<file path="src/rtl/ram_access_arbiter.sv">
// Two-port arbiter sharing one single-port RAM between the SPI loader (port 0)
// and the processor (port 1); each access takes one IDLE and one ACCESS cycle.
module ram_access_arbiter #(
    parameter int ADDR_WIDTH = 8,
    parameter int DATA_WIDTH = 32,
    parameter bit FIXED_PRIO = 1'b0
) (
    input  logic                  clk,
    input  logic                  rst,
    input  logic                  req0_valid,
    input  logic                  req0_we,
    input  logic [ADDR_WIDTH-1:0] req0_addr,
    input  logic [DATA_WIDTH-1:0] req0_wdata,
    output logic                  req0_ready,
    output logic                  req0_done,
    output logic [DATA_WIDTH-1:0] req0_rdata,
    input  logic                  req1_valid,
    input  logic                  req1_we,
    input  logic [ADDR_WIDTH-1:0] req1_addr,
    input  logic [DATA_WIDTH-1:0] req1_wdata,
    output logic                  req1_ready,
    output logic                  req1_done,
    output logic [DATA_WIDTH-1:0] req1_rdata,
    output logic                  ram_en,
    output logic                  ram_we,
    output logic [ADDR_WIDTH-1:0] ram_addr,
    output logic [DATA_WIDTH-1:0] ram_wdata,
    input  logic [DATA_WIDTH-1:0] ram_rdata,
    output logic                  busy,
    output logic                  grant_id
);

    typedef enum logic {
        IDLE,
        ACCESS
    } state_t;

    state_t                  state;
    logic                    last_grant;
    logic                    win;
    logic                    can_accept;
    logic                    lat_we;
    logic [ADDR_WIDTH-1:0]   lat_addr;
    logic [DATA_WIDTH-1:0]   lat_wdata;

    // win is the port that would be granted if it is requesting this cycle.
    always_comb begin
        win = 1'b0;
        if (req0_valid && req1_valid) begin
            if (FIXED_PRIO) win = 1'b0;
            else            win = ~last_grant;
        end else if (req1_valid) begin
            win = 1'b1;
        end
    end

    assign can_accept = (state == IDLE) && !rst;
    assign req0_ready = can_accept && req0_valid && !win;
    assign req1_ready = can_accept && req1_valid &&  win;

    // NOTE: rst gates the RAM strobes combinationally so a write caught in its
    // ACCESS cycle by reset is never committed at the following edge.
    assign ram_en    = (state == ACCESS) && !rst;
    assign ram_we    = ram_en && lat_we;
    assign ram_addr  = lat_addr;
    assign ram_wdata = lat_wdata;
    assign busy      = (state == ACCESS);

    // NOTE: all state updates use non-blocking assignments so every register
    // samples pre-edge values regardless of statement order.
    always_ff @(posedge clk) begin
        if (rst) begin
            state      <= IDLE;
            last_grant <= 1'b1;
            grant_id   <= 1'b0;
            lat_we     <= 1'b0;
            lat_addr   <= '0;
            lat_wdata  <= '0;
            req0_done  <= 1'b0;
            req1_done  <= 1'b0;
            req0_rdata <= '0;
            req1_rdata <= '0;
        end else begin
            req0_done <= 1'b0;
            req1_done <= 1'b0;
            if (state == IDLE) begin
                if (req0_ready || req1_ready) begin
                    lat_we     <= win ? req1_we    : req0_we;
                    lat_addr   <= win ? req1_addr  : req0_addr;
                    lat_wdata  <= win ? req1_wdata : req0_wdata;
                    last_grant <= win;
                    grant_id   <= win;
                    state      <= ACCESS;
                end
            end else begin
                // grant_id names the owner of the access completing now.
                if (grant_id) begin
                    req1_done <= 1'b1;
                    if (!lat_we) req1_rdata <= ram_rdata;
                end else begin
                    req0_done <= 1'b1;
                    if (!lat_we) req0_rdata <= ram_rdata;
                end
                state <= IDLE;
            end
        end
    end

endmodule

</file>
<file path="config.mk">
export PLATFORM = sky130hd
export DESIGN_NAME = ram_access_arbiter
export DESIGN_NICKNAME = d
export VERILOG_FILES = /design/src/rtl/ram_access_arbiter.sv
export SDC_FILE = /design/constraint.sdc
export NUM_CORES = 1
export LEC_CHECK = 0
export ABC_AREA = 1
export BUFFER_PORTS_ARGS = -buffer_cell sky130_fd_sc_hd__buf_2
export CORE_AREA = 2 2 141 143
export DETAILED_ROUTE_END_ITERATION = 6
export DIE_AREA = 0 0 143 145
export SYNTH_ARGS = -nofsm -noshare
export SYNTH_HDL_FRONTEND = slang
export SYNTH_SLANG_ARGS = --single-unit
export TNS_END_PERCENT = 5
</file>
<file path="constraint.sdc">
create_clock -name clk -period 1.5 [get_ports clk]
set_input_delay 0 -clock clk [delete_from_list [all_inputs] [get_ports clk]]
set_output_delay 0 -clock clk [all_outputs]
set_load 0.005 [all_outputs]
</file>
Word-level counts from Yosys, hierarchy flattened
Cells that the tools add are included.
- multiplexer cells: 8
- bitwise operators: 4
- reduce and logical (&&, ||, !) cells: 16
- operators by type and width (operator ; number):
    32-bit two-way mux ; 1
    1-bit logical AND ; 8
    8-bit two-way mux ; 1
    1-bit two-way mux ; 6
    3-bit AND reduction ; 2
    1-bit NOT ; 4
    2-bit OR reduction ; 2
    1-bit logical NOT ; 2
    2-bit AND reduction ; 1
    1-bit logical OR ; 1
- flip-flop bits (word level): 110
- bits of input ports: 118
- output and inout port bits: 112

Longest topological paths before layout
- depth in word-level cells: 6
- mapped depth: 7

Least setup slack after synthesis
No wires, ideal clock.
- path type: flip-flop to flip-flop
- from: register state (netlist: busy)
- to: register lat_addr[0] (netlist: ram_addr[0])
- library setup time: 113 ps
- data arrival time: 1019 ps
- required time: 1387 ps
- path slack: 368 ps
- stages on the path, launching flop included: 8
- buffers on the path: 1
- cell sequence: dfxtp_1 -> nor2_2 -> nand2_2 -> nand2_1 -> nand2_2 -> buf_6 -> nor2_1 -> nor2_1
- word-level cells in the longest chain between the ends: 6
- ends and longest elaborated chain (element ; line ; RTL):
    start, declared ; 38 ; state_t state;
    start signal, assigned ; 73 ; state <= IDLE;
    start signal, assigned ; 93 ; state <= ACCESS;
    start signal, assigned ; 104 ; state <= IDLE;
    1-bit NOT (no source line) (*) ; -- ;
    1-bit logical AND ; 57 ; assign can_accept = (state == IDLE) && !rst;
    1-bit logical AND (on tied branches) (2 in a row) ; 58, 59 ;
    1-bit logical OR ; 87 ; if (req0_ready || req1_ready) begin
    2-bit AND reduction (no source line) (*) ; -- ;
    end signal, assigned ; 89 ; lat_addr <= win ? req1_addr : req0_addr;
    end, declared ; 43 ; logic [ADDR_WIDTH-1:0] lat_addr;
Mark *: on every way between the ends. The rest lies on a longest branch, timed or not.
A chain may end at the register's enable or synchronous reset.

Final worst setup path
- from: register state (netlist: busy)
- to: output req0_ready
- word-level cells in the longest chain between the ends: 4
- ends and longest elaborated chain (element ; line ; RTL):
    1-bit NOT (no source line) ; -- ;
    1-bit logical AND ; 57 ;
    1-bit logical AND (2 in a row) ; 58 ; assign req0_ready = can_accept && req0_valid && !win;
    end, declared ; 14 ; output logic req0_ready,
No other way between the ends.

==> results.toml <==
[status]
status = "complete, no violations"

[global_routing]
grt_use_total_pct = 15.54
antenna_found_initial = 1
grt_pass1_wl_um = 25500
grt_max_degree = 43
grt_pass1_vias = 5075
gr-total-overflow = 0

[setup_path]
crit_slowest_cell = "dfxtp_2"
endpoint_kind = "output port"
reg2reg_to = "lat_we"
start_kind = "register"
regToRegSetupSlack_ns = 0.20
worstReg2RegStart = "busy"
cp_max_fo = 42
cp.required_ns = 1.50
worstPathArrival_ns = 1.43
max_stage_delay_ns = 0.37
crit_type = "reg -> out"
cp_cell_sequence = "nor2_2, nand2_2, buf_12, a21oi_1, buf_2"
r2r_cells = 7

[pwr]
power_density_nw_per_um2 = 988.4
leakagePower_nw = 3.821
p_int_mw = 5.146
p_clk_share_pct = 31.7
swShare_pct = 29.78
ir_drop_mv = 0.4754
p_sw_mw = 2.183
power_frac_comb_pct = 22.9
seqPwrFrac_pct = 45.4
power_mw = 7.329

[clock_tree]
clk_pin_slew_ns = 0.08
clock-root-buffer = "clkbuf_16"
clkSinkCount = 110
cts_max_path_buffers = 2
clk-insertion-delay-late_ns = 0.35
cts_setup_buffers = 0
cts_buffers = 9
cts_tree = "built"
h-tree-depth = 3

[yosys]
synthTopCellsByArea = "dfxtp_1 46%, nor2_1 12%, nand2_1 10%"
yosys.area_share.simple_pct = 32.09
yosys.area.top_type_share_pct = 46.45
muxShareOfSynthArea_pct = 0
synth_top_area_cell = "dfxtp_1"
synth.distinct_cells = 14
avgSynthCellArea_um2 = 6.725
ys_seq_area_share_pct = 46.45
synth_top_family_by_area = "simple AND/OR/NAND/NOR gates"
synth-xor-area-share_pct = 0
synth_compound_area_share_pct = 10.24
ys_ff_latch = 110
synth-async-reset-ratio_pct = 0
synth_ff_type = "dfxtp_1"
synthTopCellsByCount = "150 x nor2_1, 127 x nand2_1, 110 x dfxtp_1"
yosys_warnings = 0
syn_area_um2 = 4741
synth_edf_count = 0
synth_cells = 705
synthAdderAreaFrac_pct = 0
yosysMostFrequentCell = "nor2_1"
syn_nets = 823

[run]
cap_violations = 0

[detailed_routing]
ant_nets = 0
vias = 5359
drt_first_pass_iters = 4
wirelength_um = 16350
drc = 0
wl_per_cell_um = 12.80
vias_per_cell = 4.197
drt_iter0_drc = 166

[finish]
nets = 1126
insertedDiodeCount = 0
area_delta_synth_final_pct = 56.40
n_fill_cell = 1970
final_layout_size_suffix_gt1_share_pct = 27.77
final_cell_count_no_fill = 1277

[die]
dieArea_um2 = 20740
rows = 51
io-pin-count = 230
dieWidth_um = 143
die_h_um = 145
start_util_pct = 24.68
core_um2 = 19210

[sta]
whs_ns = 0.01065
post-route-period-util_pct = 95.47
slew_headroom_pct = 77.57
tightest_slew_ns = 0.3364
fmax_ghz = 0.6983
tns_ns = 0
skew_ns = 0.009056
grt_setup_unrepaired = "true"
fin_crit_ns = 1.432
hold_violations = 0
slew_viol_final = 0
setup_viol = 0

[worst_hold_path]
hp-start = "req0_we"
hold_class = "in -> reg"
min_delay_path_depth = 5
whs_endpoint = "lat_we"

[placed_design]
placed_cells = 1177
hpwl_um = 11000
gp_congestion = 0.7707
port_buffers = 229
-- layout make-up --
type	count	area, um2	area share [%]
Clock buffer	9	225.2	3.037
Clock inverter	6	55.05	0.7425
Inverter	80	300.3	4.050
Multi-Input combinational cell	467	2012	27.13
Sequential cell	110	2203	29.72
Tap cell	265	331.6	4.472
Timing Repair Buffer	340	2287	30.85
-- how the worst max path moves through the flow --
| stage | from | end | slack [ns] | depth (start not counted) |
|---|---|---|---|---|
| after floorplan | busy | ram_addr[0] | 0.37 | 7 |
| after detailed placement | busy | ram_wdata[19] | 0.03 | 6 |
| after global routing | busy | req0_ready | -0.01 | 5 |
| after CTS | busy | req0_ready | 0.02 | 5 |
| final | busy | req0_ready | 0.07 | 5 |
| after global placement | busy | ram_wdata[19] | 0.04 | 6 |
-- metrics by stage --
stage | utilization, % | setup WS [ns] | instance area [um2]
after detailed placement | 32.58 | 0.02991 | 6257
final | 38.60 | 0.06796 | 7415
after CTS | 38.54 | 0.01839 | 7403
after global routing | 38.60 | -0.01210 | 7415
after global placement | 32.58 | 0.04172 | 6257
after floorplan | - | 0.3685 | 4741
-- repair_timing --
| action | CTS | global route |
|---|---|---|
| endpoints found under the hold margin | 96 | 0 |
| hold buffers | 85 | 0 |
| resized for setup | 5 | 3 |
| endpoints found under the setup margin | 3 | 3 |
-- metal layers --
layer / track usage (%) / vias up / part of all wire, %
li1: - / 2796 / -
met5: 0 / - / 0.043
met2: 26.08 / 215 / 45
met3: 4.719 / 19 / 8.0
met1: 18.92 / 2327 / 45
met4: 4.851 / 2 / 1.9
-- kinds of logic (layout without fill, tap and decap cells) --
group,Yosys count,in the layout
flip-flops,110,110
AND/OR/NAND/NOR,370,370
buffers and inverters,128,435
AO/OA/AOI/OAI,97,97
-- power groups by stage --
stage                     Sequential, mW  Combinational, mW  Clock, mW
after CTS                           3.33               1.69       2.45
after floorplan                     3.41              0.784          0
after global placement              3.39               1.50          0
after global routing                3.36               1.92       2.55
after detailed placement            3.39               1.51          0
final                               3.32               1.68       2.33
-- registers in the layout, summed over array words and instances, names as in the netlist --
name	flops
grant_id	1
req0_done	1
req1_rdata	32
req1_done	1
lat_we	1
req0_rdata	32
ram_addr	8
last_grant	1
busy	1
ram_wdata	32
-- critical path: cells and delay by family (launching register included) --
family / cells / cell delay (ns)
AO/OA/AOI/OAI: 1 / 0.13
flip-flops: 1 / 0.37
buffers and inverters: 2 / 0.33
AND/OR/NAND/NOR: 2 / 0.25
-- placed cells by master (no fill, tap or decap), types with 7 or more instances in the layout --
cell,n
o21ai_0,64
clkbuf_16,9
inv_1,79
nand2_1,127
buf_4,18
nor2_1,148
buf_2,229
dfxtp_1,109
dlygate4sd3_1,85
nand3_1,86
a21oi_1,33
buf_12,7
(Power assumes the default switching activity.)
